## src/rtl/bias_block_loader_if.sv

```systemverilog
// rtl/bias_block_loader_if.sv - load request, bias memory read port and block result bundle
interface bias_block_loader_if #(
   parameter int DATA_SZ   = 16,
   parameter int ADDR_SZ   = 16,
   parameter int BLOCK_LEN = 25
);
   logic                      loadEnable;
   logic [ADDR_SZ-1:0]        loadAddr;
   logic [4:0]                loadLen;
   logic                      memReadEnable;
   logic [ADDR_SZ-1:0]        memReadAddr;
   logic signed [DATA_SZ-1:0] memReadData;
   logic signed [DATA_SZ-1:0] loadedBiases [BLOCK_LEN];
   logic                      loadValid;
   logic                      busy;

   // consumer and memory side
   modport master (
      output loadEnable, loadAddr, loadLen, memReadData,
      input  memReadEnable, memReadAddr, loadedBiases, loadValid, busy
   );

   // loader side
   modport slave (
      input  loadEnable, loadAddr, loadLen, memReadData,
      output memReadEnable, memReadAddr, loadedBiases, loadValid, busy
   );
endinterface

```

## src/rtl/bias_block_loader.sv

```systemverilog
// rtl/bias_block_loader.sv - fetches a block of signed bias words from memory into a register array
module bias_block_loader #(
   parameter int DATA_SZ   = 16,
   parameter int ADDR_SZ   = 16,
   parameter int BLOCK_LEN = 25
) (
   input  logic              clk,
   input  logic              reset,
   bias_block_loader_if.slave bus
);
   localparam int CNT_W = $clog2(BLOCK_LEN + 1);

   localparam logic [1:0] IDLE  = 2'd0;
   localparam logic [1:0] READ  = 2'd1;
   localparam logic [1:0] DRAIN = 2'd2;
   localparam logic [1:0] HOLD  = 2'd3;

   logic [1:0]         state;
   logic [ADDR_SZ-1:0] base_addr;
   logic [CNT_W-1:0]   eff_len;
   logic [CNT_W-1:0]   issue_cnt;
   logic [CNT_W-1:0]   pend_idx;
   logic               pend_valid;
   logic [CNT_W-1:0]   req_len;

   // a zero or oversized request length means a full block
   always_comb begin
      req_len = CNT_W'(BLOCK_LEN);
      if (bus.loadLen != 5'd0 && 32'(bus.loadLen) <= BLOCK_LEN)
         req_len = CNT_W'(bus.loadLen);
   end

   assign bus.busy = (state != IDLE);

   // request sequencing: issue reads, track the one in flight, handshake the result
   always_ff @(posedge clk or posedge reset) begin
      if (reset) begin
         state             <= IDLE;
         base_addr         <= '0;
         eff_len           <= '0;
         issue_cnt         <= '0;
         pend_idx          <= '0;
         pend_valid        <= 1'b0;
         bus.memReadEnable <= 1'b0;
         bus.memReadAddr   <= '0;
         bus.loadValid     <= 1'b0;
      end else begin
         // the memory registers the strobe, so data for the offset presented
         // now is on memReadData one edge later and captured the edge after
         pend_valid <= bus.memReadEnable;
         pend_idx   <= issue_cnt - CNT_W'(1);

         case (state)
            IDLE: begin
               if (bus.loadEnable) begin
                  base_addr         <= bus.loadAddr;
                  eff_len           <= req_len;
                  bus.memReadAddr   <= bus.loadAddr;
                  bus.memReadEnable <= 1'b1;
                  issue_cnt         <= CNT_W'(1);
                  state             <= READ;
               end
            end
            READ: begin
               if (issue_cnt == eff_len) begin
                  bus.memReadEnable <= 1'b0;
                  state             <= DRAIN;
               end else begin
                  // address wraps naturally at the top of the address space
                  bus.memReadAddr <= base_addr + ADDR_SZ'(issue_cnt);
                  issue_cnt       <= issue_cnt + CNT_W'(1);
               end
            end
            DRAIN: begin
               if (pend_valid && pend_idx == eff_len - CNT_W'(1)) begin
                  bus.loadValid <= 1'b1;
                  state         <= HOLD;
               end
            end
            HOLD: begin
               if (!bus.loadEnable) begin
                  bus.loadValid <= 1'b0;
                  state         <= IDLE;
               end
            end
            default: state <= IDLE;
         endcase
      end
   end

   // block storage: clear the unused tail on acceptance, then fill from returning reads
   always_ff @(posedge clk or posedge reset) begin
      if (reset) begin
         for (int k = 0; k < BLOCK_LEN; k++)
            bus.loadedBiases[k] <= '0;
      end else if (state == IDLE && bus.loadEnable) begin
         for (int k = 0; k < BLOCK_LEN; k++)
            if (CNT_W'(k) >= req_len)
               bus.loadedBiases[k] <= '0;
      end else if (pend_valid) begin
         bus.loadedBiases[pend_idx] <= bus.memReadData;
      end
   end
endmodule

```

## src/flat_wrapper.sv

```systemverilog
// flat-port wrapper written by rule: the top's interface ports become plain ports
module bias_block_loader_flat 
#(
   parameter int DATA_SZ   = 16,
   parameter int ADDR_SZ   = 16,
   parameter int BLOCK_LEN = 25
)
  (clk, reset, bus_loadEnable, bus_loadAddr, bus_loadLen, bus_memReadData, bus_memReadEnable, bus_memReadAddr, bus_loadedBiases, bus_loadValid, bus_busy);
  bias_block_loader_if #(.DATA_SZ(DATA_SZ), .ADDR_SZ(ADDR_SZ), .BLOCK_LEN(BLOCK_LEN)) bus_i ();
  input  logic clk;
  input  logic reset;
  input wire logic [$bits(bus_i.loadEnable)-1:0] bus_loadEnable;
  input wire logic [$bits(bus_i.loadAddr)-1:0] bus_loadAddr;
  input wire logic [$bits(bus_i.loadLen)-1:0] bus_loadLen;
  input wire logic [$bits(bus_i.memReadData)-1:0] bus_memReadData;
  output wire logic [$bits(bus_i.memReadEnable)-1:0] bus_memReadEnable;
  output wire logic [$bits(bus_i.memReadAddr)-1:0] bus_memReadAddr;
  output wire logic [$bits(bus_i.loadedBiases)-1:0] bus_loadedBiases;
  output wire logic [$bits(bus_i.loadValid)-1:0] bus_loadValid;
  output wire logic [$bits(bus_i.busy)-1:0] bus_busy;
  assign bus_i.loadEnable = bus_loadEnable;
  assign bus_i.loadAddr = bus_loadAddr;
  assign bus_i.loadLen = bus_loadLen;
  assign bus_i.memReadData = bus_memReadData;
  assign bus_memReadEnable = bus_i.memReadEnable;
  assign bus_memReadAddr = bus_i.memReadAddr;
  assign bus_loadedBiases = {>>{bus_i.loadedBiases}};
  assign bus_loadValid = bus_i.loadValid;
  assign bus_busy = bus_i.busy;
  bias_block_loader #(.DATA_SZ(DATA_SZ), .ADDR_SZ(ADDR_SZ), .BLOCK_LEN(BLOCK_LEN)) u_core (.clk(clk), .reset(reset), .bus(bus_i));
endmodule
```

## config.mk

```make
export PLATFORM = sky130hd
export DESIGN_NAME = bias_block_loader_flat
export DESIGN_NICKNAME = d
export VERILOG_FILES = /design/src/rtl/bias_block_loader_if.sv /design/src/rtl/bias_block_loader.sv /design/src/flat_wrapper.sv
export SDC_FILE = /design/constraint.sdc
export NUM_CORES = 1
export LEC_CHECK = 0
export CAP_MARGIN = 20
export CORE_MARGIN = 10
export CORE_UTILIZATION = 54
export DETAILED_ROUTE_END_ITERATION = 7
export PLACE_DENSITY = 0.86
export SLEW_MARGIN = 20
export SYNTH_ARGS = -nofsm -noshare
export SYNTH_HDL_FRONTEND = slang
export SYNTH_SLANG_ARGS = --single-unit
```

## constraint.sdc

```tcl
create_clock -name clk -period 28.4 [get_ports clk]
set_clock_uncertainty 0.15 [all_clocks]
set_input_delay 4.26 -clock clk [delete_from_list [all_inputs] [get_ports clk]]
set_output_delay 4.26 -clock clk [all_outputs]
set_load 0.01 [all_outputs]
```

# Word level (Yosys, flattened, before mapping)

Index checks and enable logic that the tools add are counted.

Register bits: 452
Bits of input ports: 40
Output and inout port bits: 419
Logic and storage cells: 190

$add $sub $neg: 4
Order comparisons: 28
Equality and inequality tests: 35
Muxes and demuxes: 48
Bitwise operators: 1
Reduce and logical (&&, ||, !) cells: 40

Operator list:

| kind                | count |
|---|---|
| $mux 400            | 2 |
| $mux 16             | 28 |
| $bwmux 400          | 1 |
| $demux 16 s5        | 1 |
| $ne 2x2->1 const B  | 28 |
| $reduce_and 2->1    | 26 |
| $ge 5x5->1 const A  | 9 |
| $ge 4x5->1 const A  | 8 |
| $pmux 16 s2         | 1 |
| $ge 3x5->1 const A  | 4 |
| $add 16x5->16       | 1 |
| $mux 5              | 3 |
| $eq 5x5->1          | 2 |
| $ge 1x5->1 const A  | 2 |
| $ge 2x5->1 const A  | 2 |
| $pmux 5 s2          | 1 |
| $sub 5x1->5 const B | 2 |
| $reduce_and 3->1    | 3 |
| $mux 2              | 4 |
| $pmux 2 s4          | 1 |
| $reduce_bool 2->1   | 4 |
| $ge 6x6->1 const B  | 1 |
| $lt 6x1->1 const B  | 1 |
| $not 5->6           | 1 |
| 11 further kinds    | 20 |

# Longest topological paths before layout

Gate-level depths: netlist of run 1.

Depth in word-level cells: 8
Gate-level depth with buffers: 10
Depth with buffers taken out: 9

# Worst setup path after synthesis of run 1

OpenSTA, ideal clock, no wires.

Path type: input port to flip-flop
Start point: input port bus_loadLen[0]
End point: register u_core.bus.loadedBiases[163]
Setup time: 0.136 ns
Arrival time: 5.689 ns
Data required time: 28.114 ns
Path slack: 22.425 ns
Stages: 7
Path buffers: 2
Cells stage by stage: or3_1 > clkbuf_1 > nor2_1 > nor2_2 > a32oi_1 > clkbuf_1 > o41ai_1

Longest elaborated chain between the ends: 6
Elaborated cells on any way between the ends: 7
Those cells by class: order compare (2); eq/ne (1); mux (1); reduce/logical (3)

RTL lines:

| element                                         | RTL line                   | source |
|---|---|---|
| start, declared                                 | flat_wrapper.sv:14         | `input wire logic [$bits(bus_i.loadLen)-1:0] bus_loadLen;` |
| $le 5x5->1 or $reduce_bool 5->1 (tied branches) | bias_block_loader.sv:29    | `if (bus.loadLen != 5'd0 && 32'(bus.loadLen) <= BLOCK_LEN)` |
| $logic_and 1x1->1                               | bias_block_loader.sv:29    |  |
| $mux 5 (*)                                      | bias_block_loader.sv:29    |  |
| $ge 4x5->1 (*)                                  | bias_block_loader.sv:98    | `if (CNT_W'(k) >= req_len)` |
| $ne 2x2->1 (no line) (*)                        | -                          |  |
| $reduce_and 2->1 (no line) (*)                  | -                          |  |
| end signal, assigned by index                   | bias_block_loader.sv:101   | `bus.loadedBiases[pend_idx] <= bus.memReadData;` |
| end, declared                                   | bias_block_loader_if.sv:26 | `output memReadEnable, memReadAddr, loadedBiases, loadValid, busy` |

Every way passes the cells marked *; elsewhere a longest branch is shown, timed or not.
A chain may end at the register's enable or synchronous reset.

# Worst setup path in the final report of run 1

Start point: input port bus_loadEnable
End point: register u_core.bus.loadedBiases[112]

Longest elaborated chain between the ends: 3
Elaborated cells on any way between the ends: 5
Those cells by class: eq/ne (1); mux (1); reduce/logical (3)

RTL lines:

| element                                                   | RTL line                | source |
|---|---|---|
| start, declared                                           | flat_wrapper.sv:12      | `input wire logic [$bits(bus_i.loadEnable)-1:0] bus_loadEnable;` |
| $logic_and 1x1->1 (*)                                     | bias_block_loader.sv:96 | `end else if (state == IDLE && bus.loadEnable) begin` |
| $ne 2x2->1 (no line) or $reduce_bool 2->1 (tied branches) | -                       |  |
| $reduce_and 2->1 (no line)                                | -                       |  |

Marked as above.

==> impl_metrics.yaml, run 1 <==
outcome:
  status: "complete, no violations"
sta:
  period_needed_ps: 7000
  finalCritPeriodShare_pct: 24.7
  worst_pin_slew_ps: 1140
  hold_violations: 0
  relSlewSlack_pct: 23.6
  finalSetupViolations: 0
  final.setup.tns_ps: 0
  max_freq_ghz: 0.143
  rsz0062_at_grt: "no"
  slew_viol_final: 0
detailed_routing:
  vias_per_cell: 6.26
  ant_nets: 0
  drt-initial-drc-count: 1950
  wire_per_inst_um: 25.5
  drc: 0
  num_vias: 17200
  first_pass_iters: 6
  wl_mm: 69.9
setup_path:
  crit_type: "in -> reg"
  worstPathRequired_ps: 28700
  endpoint_kind: "flop"
  cpLargestDelayFamily: "buffers and inverters"
  worst-path-buf-inv: 2
  crit_path_start_kind: "input port"
  crit_slowest_cell: "buf_4"
  crit_arrival_ps: 7300
  slowest_delay_ps: 830
  crit_chain: "clkdlybuf4s50_1, nand2_4, buf_4, o21ai_1, o21ai_0"
  crit_fanout: 96
placement:
  dpl.hpwl_mm: 46.9
  gp_congestion: 0.912
  port-buffer-count: 458
  dp.cells: 2657
logic_synthesis:
  synth_compound_area_share_pct: 19.2
  synthXorXnorAreaFrac_pct: 1.05
  muxShareOfSynthArea_pct: 0.163
  synth_cells: 1906
  yosys_warnings: 0
  synth_seq_area_share_pct: 59.0
  synth.distinct_cells: 59
  synth_seq_cells: 452
  synthAdderAreaFrac_pct: 0.888
  synth_top_family_by_area: "compound AO/OA/AOI/OAI gates"
  post_synth_and_or_nand_nor_area_fraction_pct: 14.2
  syn_nets: 1959
  synth-edff-count: 0
  async_reset_ff_share_pct: 100
  syn_area_per_cell_um2: 10.1
  ys.flop_type: "dfrtp_1"
  syn_area_um2: 19200
clock_network:
  cts.clk_slew.worst_paths_ps: 60
  cts_tree: "built"
  postCtsSetupBuffers: 0
  cts_resized: 0
  cts-buffers-inserted: 46
  cts.sinks: 452
  clk_latency_ps: 560
  cts-root-buf: "clkbuf_16"
  cts_max_level: 2
  cts_hold_buf: 0
  clk_path_buf_depth: 3
global_route:
  grt_pass1_wl_mm: 106
  grt_usage_pct: 30.9
  grt_overflow: 0
  grt_antenna_before_repair: 3
  grt_max_degree: 98
  first_global_vias: 17100
final_layout:
  fill_cells: 2317
  utilization_pct: 73.2
  fin_nets: 2305
  drive_gt1_share_pct: 6.87
  layoutNonFillerInstCount: 2744
  register_area_um2: 11300
  multi_input_area_um2: 6970
  area_growth_pct: 33.0
floorplanning:
  ios: 459
  start_util_pct: 55.1
  row_count: 68
  die_area_um2: 43400
  core_um2: 34800
  die_w_um: 208
  dieHeight_um: 208
pwr:
  total_power_mw: 2.45
  vdd_ir_drop_max_mv: 0.0767
  powerDensity_nw_per_um2: 96.0
  leakagePower_nw: 10.7
run:
  maxCapViolCount: 0
min_path:
  hold_class: "reg -> reg"
-- power breakdown --
part           switching (mW)  leakage [nW]  internal (mW)  total (mW)
registers               0.142          6.17          0.796       0.938
clock network           0.253         0.748          0.360       0.613
logic                   0.533          3.79          0.363       0.895
total                   0.927          10.7           1.52        2.45
-- path summary, 6_finish.rpt --
kind	start	end	slack, ps	cells past startpoint
max	bus_loadEnable	u_core.bus.loadedBiases[112]$_DFFE_PP0P_	21400	5
min	u_core.bus.memReadEnable$_DFFE_PP0P_	u_core.pend_valid$_DFF_PP0_	290	0
max reg2reg	u_core.pend_idx[2]$_DFF_PP0_	u_core.bus.loadedBiases[258]$_DFFE_PP0P_	24880	5
min reg2reg	u_core.bus.memReadEnable$_DFFE_PP0P_	u_core.pend_valid$_DFF_PP0_	290	0
max in group asynchronous	reset	u_core.bus.loadedBiases[198]$_DFFE_PP0P_	21920	4
min in group asynchronous	reset	u_core.bus.loadedBiases[258]$_DFFE_PP0P_	4070	2
-- kinds of logic (layout without fill, tap and decap cells) --
family	Yosys count	in the layout
and+or+nand+nor	628	628
AOI/OAI and AO/OA	520	520
DFF	452	452
buffers and inverters	267	647
xor gates and xnor gates	23	23
adders and majority gates	13	13
muxes	3	3
other	0	3
-- placed cells by master, fill, tap and decap left out, types with 4 or more instances in the layout --
| cell type | count |
|---|---|
| clkdlybuf4s50_1 | 458 |
| dfrtp_1 | 451 |
| nand2_1 | 420 |
| o31ai_1 | 162 |
| o21ai_0 | 143 |
| o41ai_1 | 96 |
| inv_1 | 80 |
| nand4_1 | 69 |
| clkbuf_16 | 47 |
| nand3_1 | 44 |
| nor2_1 | 36 |
| a21oi_1 | 30 |
| buf_4 | 23 |
| xor2_1 | 18 |
| a22o_1 | 17 |
| o31ai_2 | 14 |
| clkbuf_1 | 13 |
| ha_1 | 12 |
| clkbuf_8 | 11 |
| nor3_1 | 10 |
| nand2_2 | 7 |
| o21ai_1 | 7 |
| or3_1 | 6 |
| nor2b_1 | 6 |
| clkinv_2 | 6 |
| a32oi_2 | 5 |
| xnor2_1 | 5 |
| a22oi_1 | 5 |
| a21o_1 | 5 |
| a21oi_2 | 4 |
| nor2_4 | 4 |
-- state kept, by name, indices dropped and copies added (netlist names) --
name	cells
u_core.bus.memReadAddr	16
u_core.pend_idx	5
u_core.issue_cnt	5
u_core.eff_len	5
u_core.bus.loadValid	1
u_core.pend_valid	1
u_core.bus.memReadEnable	1
u_core.base_addr	16
u_core.bus.loadedBiases	400
u_core.state	2
-- cell usage after synthesis (all sizes together), types with 6 or more instances --
master  count  area share (%)
nand4      69             2.3
nand3      44             1.1
inv        81             1.6
nand2     428             8.4
buf        34            0.94
xor2       18            0.82
nor3       14            0.42
a21oi      34            0.89
o21ai     154             4.0
dfrtp     452              59
or3         6            0.20
a22o       18            0.82
nor2       42            0.91
nor2b       6            0.20
clkbuf    152             3.0
ha         12            0.78
o41ai      96             4.4
o31ai     176             7.3
-- stage by stage --
step | hold WS [ps] | worst slack [ps] | cell area (um2)
final | 290 | 21400 | 25500
after global placement | 264 | 21120 | 23900
after CTS | 284 | 21520 | 25400
after global routing | 320 | 21110 | 25500
after floorplan | 298 | 11390 | 19200
after detailed placement | 266 | 20980 | 23900
-- routing by layer --
| metal | routed length (um) | track usage [%] |
|---|---|---|
| met5 | 0 | 0.344 |
| met4 | 3790 | 15.4 |
| met3 | 7370 | 8.51 |
| met2 | 32700 | 49.1 |
| met1 | 26000 | 38.1 |
-- cell type report --
class                      count  share of cell area (%)
sequential                   452                    44.4
multi-input combinational   1187                    27.3
timing repair buffer         484                    18.8
clock buffer                  71                    5.40
tap                          455                    2.23
inverter                      81                    1.22
clock inverter                11                   0.540
antenna                        3                  0.0295
No activity file was read; power rests on OpenSTA's default activity.
==> run 2, diff against run 1 <==
CORE_UTILIZATION = 45   (was 54)
PLACE_DENSITY = 0.76   (was 0.86)
clock period = 5.76 ns   (was 28.4 ns; I/O delays follow)
==> run 2 against run 1 <==
  * Clock power rose to 5.1 times the previous value
  * Power rose to 4.9 times the previous value
  * Cell area rose by 1.1%
  * Highest routed layer is now met5
  * Largest power group unchanged
  * First-iteration DRC count is 2.5% lower
==> impl_metrics.yaml, run 2 (synthesis results as in run 1) <==
detailed_routing:
  wl_mm: 70.2
  drt-initial-drc-count: 1902
  num_vias: 16800
  first_pass_iters: 6
  drc: 0
  wire_per_inst_um: 24.6
  vias_per_cell: 5.92
  ant_nets: 0
setup_path:
  endpoint_kind: "flop"
  worstPathRequired_ps: 6050
  crit_fanout: 92
  crit_path_start_kind: "input port"
  rr_startpoint: "u_core.state[0]$_DFFE_PP0P_"
  crit_type: "in -> reg"
  r2r_setup_slack_ps: 2120
  r2r_cells: 6
  crit_arrival_ps: 4070
  worstReg2RegEnd: "u_core.bus.loadedBiases[231]$_DFFE_PP0P_"
final_layout:
  reg_top3: "u_core.bus.loadedBiases (400), u_core.base_addr (16), u_core.bus.memReadAddr (16)"
  drive_gt1_share_pct: 7.46
  fin_nets: 2322
  final_cell_mix: "clkdlybuf4s50_1 (458), dfrtp_1 (451), nand2_1 (427)"
  area_growth_pct: 34.5
  fill_cells: 3404
  final_common_cell: "clkdlybuf4s50_1"
  largest_reg_flops: 400
  postLayoutCellArea_um2: 25800
  regMostFlops: "u_core.bus.loadedBiases"
  utilization_pct: 61.3
min_path:
  hold_end: "u_core.pend_valid$_DFF_PP0_"
  holdPathStages: 0
  hold_class: "reg -> reg"
  min-delay-start: "u_core.bus.memReadEnable$_DFFE_PP0P_"
pwr:
  p_int_mw: 7.57
  p_sw_share_pct: 37.4
  switchingPower_mw: 4.53
  power_frac_clock_pct: 25.7
  seqPwrFrac_pct: 38.1
  vdd_ir_drop_max_mv: 0.282
  leakagePower_nw: 10.8
  powerDensity_nw_per_um2: 470
  combPwrFrac_pct: 36.2
placement:
  port-buffer-count: 458
  dp_slack_ps: 1330
  dpl-instance-area_um2: 24100
  gp_congestion: 0.882
  dpl.hpwl_mm: 47.8
global_route:
  grt_pass1_wl_mm: 105
  first_global_vias: 16700
  grt_max_degree: 134
  grt_usage_pct: 26.6
  grt_overflow: 0
  grt_antenna_before_repair: 2
sta:
  slew_viol_final: 0
  whs_ps: 298
  timing.final.ws_setup_ps: 1980
  worst_pin_slew_ps: 1160
  relSlewSlack_pct: 22.5
  finalSetupViolations: 0
  final.setup.tns_ps: 0
  finalCritPeriodShare_pct: 65.6
  max_freq_ghz: 0.265
  hold_violations: 0
  period_needed_ps: 3780
  rsz0062_at_grt: "no"
clock_network:
  cts.clk_slew.worst_paths_ps: 60
  clk_latency_ps: 570
  cts.sinks: 452
  postCtsSetupBuffers: 0
  cts_max_level: 2
  cts-root-buf: "clkbuf_16"
  cts-buffers-inserted: 46
  cts_resized: 0
  cts_hold_buf: 0
  clk_path_buf_depth: 3
  cts_tree: "built"
floorplanning:
  row_count: 75
  die_area_um2: 51300
  start_util_pct: 45.6
  dieHeight_um: 226
  ios: 459
  core_um2: 42000
  die_w_um: 226
outcome:
  status: "complete, no violations"
run:
  maxCapViolCount: 0
run 2: cell count changes in the layout (fill, tap and decap cells not counted), sizes merged:
cell / change
buf: +17
clkbuf: +2
diode: -2
clkinv: +1
clkinvlp: +1
inv: -1
run 2: critical path, stage by stage:
cell             delay, ps
clkdlybuf4s50_1        560
nand2_4                520
buf_4                  830
nand2_1                720
o41ai_1                560
run 2: power groups by stage:
stage | Clock (mW) | Sequential, mW | Combinational, mW
floorplan | 0 | 4.69 | 2.01
global placement | 0 | 4.61 | 4.25
detailed placement | 0 | 4.63 | 4.36
CTS | 3.14 | 4.59 | 4.38
global route | 3.28 | 4.70 | 4.75
finish | 3.11 | 4.62 | 4.38
run 2: cell type report:
cell class / instances / area (um2) / area share [%]
sequential: 452 / 11300 / 43.9
multi-input combinational: 1187 / 6950 / 27.0
timing repair buffer: 501 / 4950 / 19.2
clock buffer: 73 / 1440 / 5.57
tap: 539 / 674 / 2.62
inverter: 81 / 308 / 1.19
clock inverter: 12 / 143 / 0.553
antenna: 1 / 2.50 / 0.00971
run 2: per-stage QoR:
step                std cells  power [mW]
finish                   2846        12.1
CTS                      2845        12.1
global placement         2759        8.86
global route             2846        12.7
floorplan                1906        6.70
detailed placement       2760        8.99
run 2: worst max path at each step:
| stage | endpoint | depth (start not counted) | start | slack, ps |
|---|---|---|---|---|
| global placement | u_core.bus.loadedBiases[39]$_DFFE_PP0P_ | 6 | bus_loadEnable | 1550 |
| finish | u_core.bus.loadedBiases[231]$_DFFE_PP0P_ | 5 | bus_loadEnable | 1980 |
| detailed placement | u_core.bus.loadedBiases[37]$_DFFE_PP0P_ | 6 | bus_loadEnable | 1330 |
| floorplan | u_core.base_addr[0]$_DFFE_PP0P_ | 1 | reset | -1370 |
| CTS | u_core.bus.loadedBiases[34]$_DFFE_PP0P_ | 6 | bus_loadEnable | 1910 |
| global route | u_core.bus.loadedBiases[231]$_DFFE_PP0P_ | 5 | bus_loadEnable | 1750 |
run 2: per-layer routing:
| layer | GRT usage (%) | vias to the layer above | wire length [um] |
|---|---|---|---|
| met4 | 9.13 | 2 | 2290 |
| met3 | 8.17 | 133 | 7190 |
| met2 | 42.8 | 812 | 33000 |
| li1 | - | 7523 | - |
| met1 | 33.5 | 8375 | 27600 |
| met5 | 0 | - | 17 |
==> run 3, diff against run 2 <==
clock period = 3.2 ns   (was 5.76 ns; I/O delays follow)
==> run 3 against run 2 <==
  * First-iteration DRC count is 4.9% lower
  * Core utilization is 1.1 points higher
  * Combinational power is 89% higher
  * Wire length is 1.3% higher
  * Count of clock-buffer cells in the layout is 4 lower
  * Via count is 2.4% higher
  * Flip-flop and latch count stayed put
  * Cell count is 1.7% higher
  * Critical endpoint is now u_core.bus.memReadAddr[10]$_DFFE_PP0P_
  * Highest routed layer unchanged
==> impl_metrics.yaml, run 3 (synthesis results as in run 1) <==
outcome:
  status: "complete, no violations"
pwr:
  powerDensity_nw_per_um2: 846
  vdd_ir_drop_max_mv: 0.490
  power_frac_clock_pct: 25.9
  p_int_mw: 14.0
  combPwrFrac_pct: 37.4
  p_sw_share_pct: 37.1
  total_power_mw: 22.2
  seqPwrFrac_pct: 36.7
  switchingPower_mw: 8.24
  leakagePower_nw: 11.1
setup_path:
  endpoint_kind: "flop"
  crit_fanout: 7
  worstPathRequired_ps: 3560
  crit_type: "reg -> reg"
  crit_arrival_ps: 3170
  crit_path_start_kind: "flop"
sta:
  timing.final.ws_setup_ps: 385
  period_needed_ps: 2810
  finalCritPeriodShare_pct: 88.0
  rsz0062_at_grt: "no"
  final.setup.tns_ps: 0
  finalSetupViolations: 0
  hold_violations: 0
  whs_ps: 248
  max_freq_ghz: 0.355
  relSlewSlack_pct: 27.1
  slew_viol_final: 0
  worst_pin_slew_ps: 1090
floorplanning:
  row_count: 75
  die_w_um: 226
  start_util_pct: 45.6
  dieHeight_um: 226
  die_area_um2: 51300
  core_um2: 42000
  ios: 459
final_layout:
  layoutNonFillerInstCount: 2894
  final_cell_mix: "clkdlybuf4s50_1 (458), dfrtp_1 (451), nand2_1 (427)"
  final_common_cell: "clkdlybuf4s50_1"
  regMostFlops: "u_core.bus.loadedBiases"
  postLayoutCellArea_um2: 26200
  reg_top3: "u_core.bus.loadedBiases (400), u_core.base_addr (16), u_core.bus.memReadAddr (16)"
  largest_reg_flops: 400
  area_growth_pct: 36.9
  utilization_pct: 62.4
  drive_gt1_share_pct: 9.39
  fill_cells: 3328
  fin_nets: 2371
detailed_routing:
  num_vias: 17200
  drt-initial-drc-count: 1809
  drc: 0
  first_pass_iters: 6
  wire_per_inst_um: 24.6
  vias_per_cell: 5.96
  ant_nets: 0
  wl_mm: 71.1
placement:
  gp_congestion: 0.899
  dpl-instance-area_um2: 24600
  dp_slack_ps: -127
  port-buffer-count: 458
  dpl.hpwl_mm: 49.0
  dp.cells: 2807
clock_network:
  clk_latency_ps: 570
  cts_tree: "built"
  cts_hold_buf: 0
  cts.sinks: 452
  clk_path_buf_depth: 3
  cts-root-buf: "clkbuf_16"
  cts.clk_slew.worst_paths_ps: 60
  cts-buffers-inserted: 47
  cts_resized: 0
  postCtsSetupBuffers: 0
  cts_max_level: 2
run:
  maxCapViolCount: 0
global_route:
  grt_max_degree: 111
  first_global_vias: 17200
  grt_usage_pct: 27.0
  grt_antenna_before_repair: 2
  grt_overflow: 0
  grt_pass1_wl_mm: 107
min_path:
  hold_class: "in -> async"
[run 3: layout make-up]
class	instances	area, um2	area share [%]
flip-flops and latches	452	11300	43.1
multi-input cells	1187	6920	26.4
repair buffers	549	5380	20.5
clock buffers	69	1450	5.53
well taps	539	674	2.57
inverters	81	308	1.17
clock inverters	16	191	0.730
diodes	1	2.50	0.00954
[run 3: worst paths after layout]
| kind | slack (ps) | from | end | cells after the start |
|---|---|---|---|---|
| min | 250 | reset | u_core.bus.loadedBiases[154]$_DFFE_PP0P_ | 3 |
| min reg2reg | 300 | u_core.bus.memReadEnable$_DFFE_PP0P_ | u_core.pend_valid$_DFF_PP0_ | 0 |
| max | 390 | u_core.issue_cnt[0]$_DFFE_PP0P_ | u_core.bus.memReadAddr[10]$_DFFE_PP0P_ | 9 |
| max in group asynchronous | 1820 | reset | u_core.bus.loadedBiases[50]$_DFFE_PP0P_ | 4 |
| min in group clk | 300 | u_core.bus.memReadEnable$_DFFE_PP0P_ | u_core.pend_valid$_DFF_PP0_ | 0 |
| max reg2reg | 390 | u_core.issue_cnt[0]$_DFFE_PP0P_ | u_core.bus.memReadAddr[10]$_DFFE_PP0P_ | 9 |
[run 3: layer usage]
metal	global-route usage [%]	part of all wire [%]	up-vias
met2	43.4	47	932
met3	7.22	9.6	137
li1	-	-	7595
met5	0	0.017	-
met1	34.6	40	8580
met4	9.69	3.2	2
[run 3: power by group through the flow]
| stage | logic (mW) | registers (mW) | clock network [mW] |
|---|---|---|---|
| floorplan | 3.62 | 8.45 | 0 |
| global placement | 8.03 | 8.17 | 0 |
| detailed placement | 8.24 | 8.18 | 0 |
| CTS | 8.28 | 8.13 | 5.81 |
| global route | 9.00 | 8.28 | 6.01 |
| finish | 8.30 | 8.15 | 5.75 |
[run 3: worst max-delay path: stages (launching register included)]
cell	delay, ps
dfrtp_1	350
ha_1	200
inv_1	70
fa_1	440
nor2b_1	250
o31a_1	210
o211ai_1	220
or3_1	420
a311oi_1	320
a21o_1	120
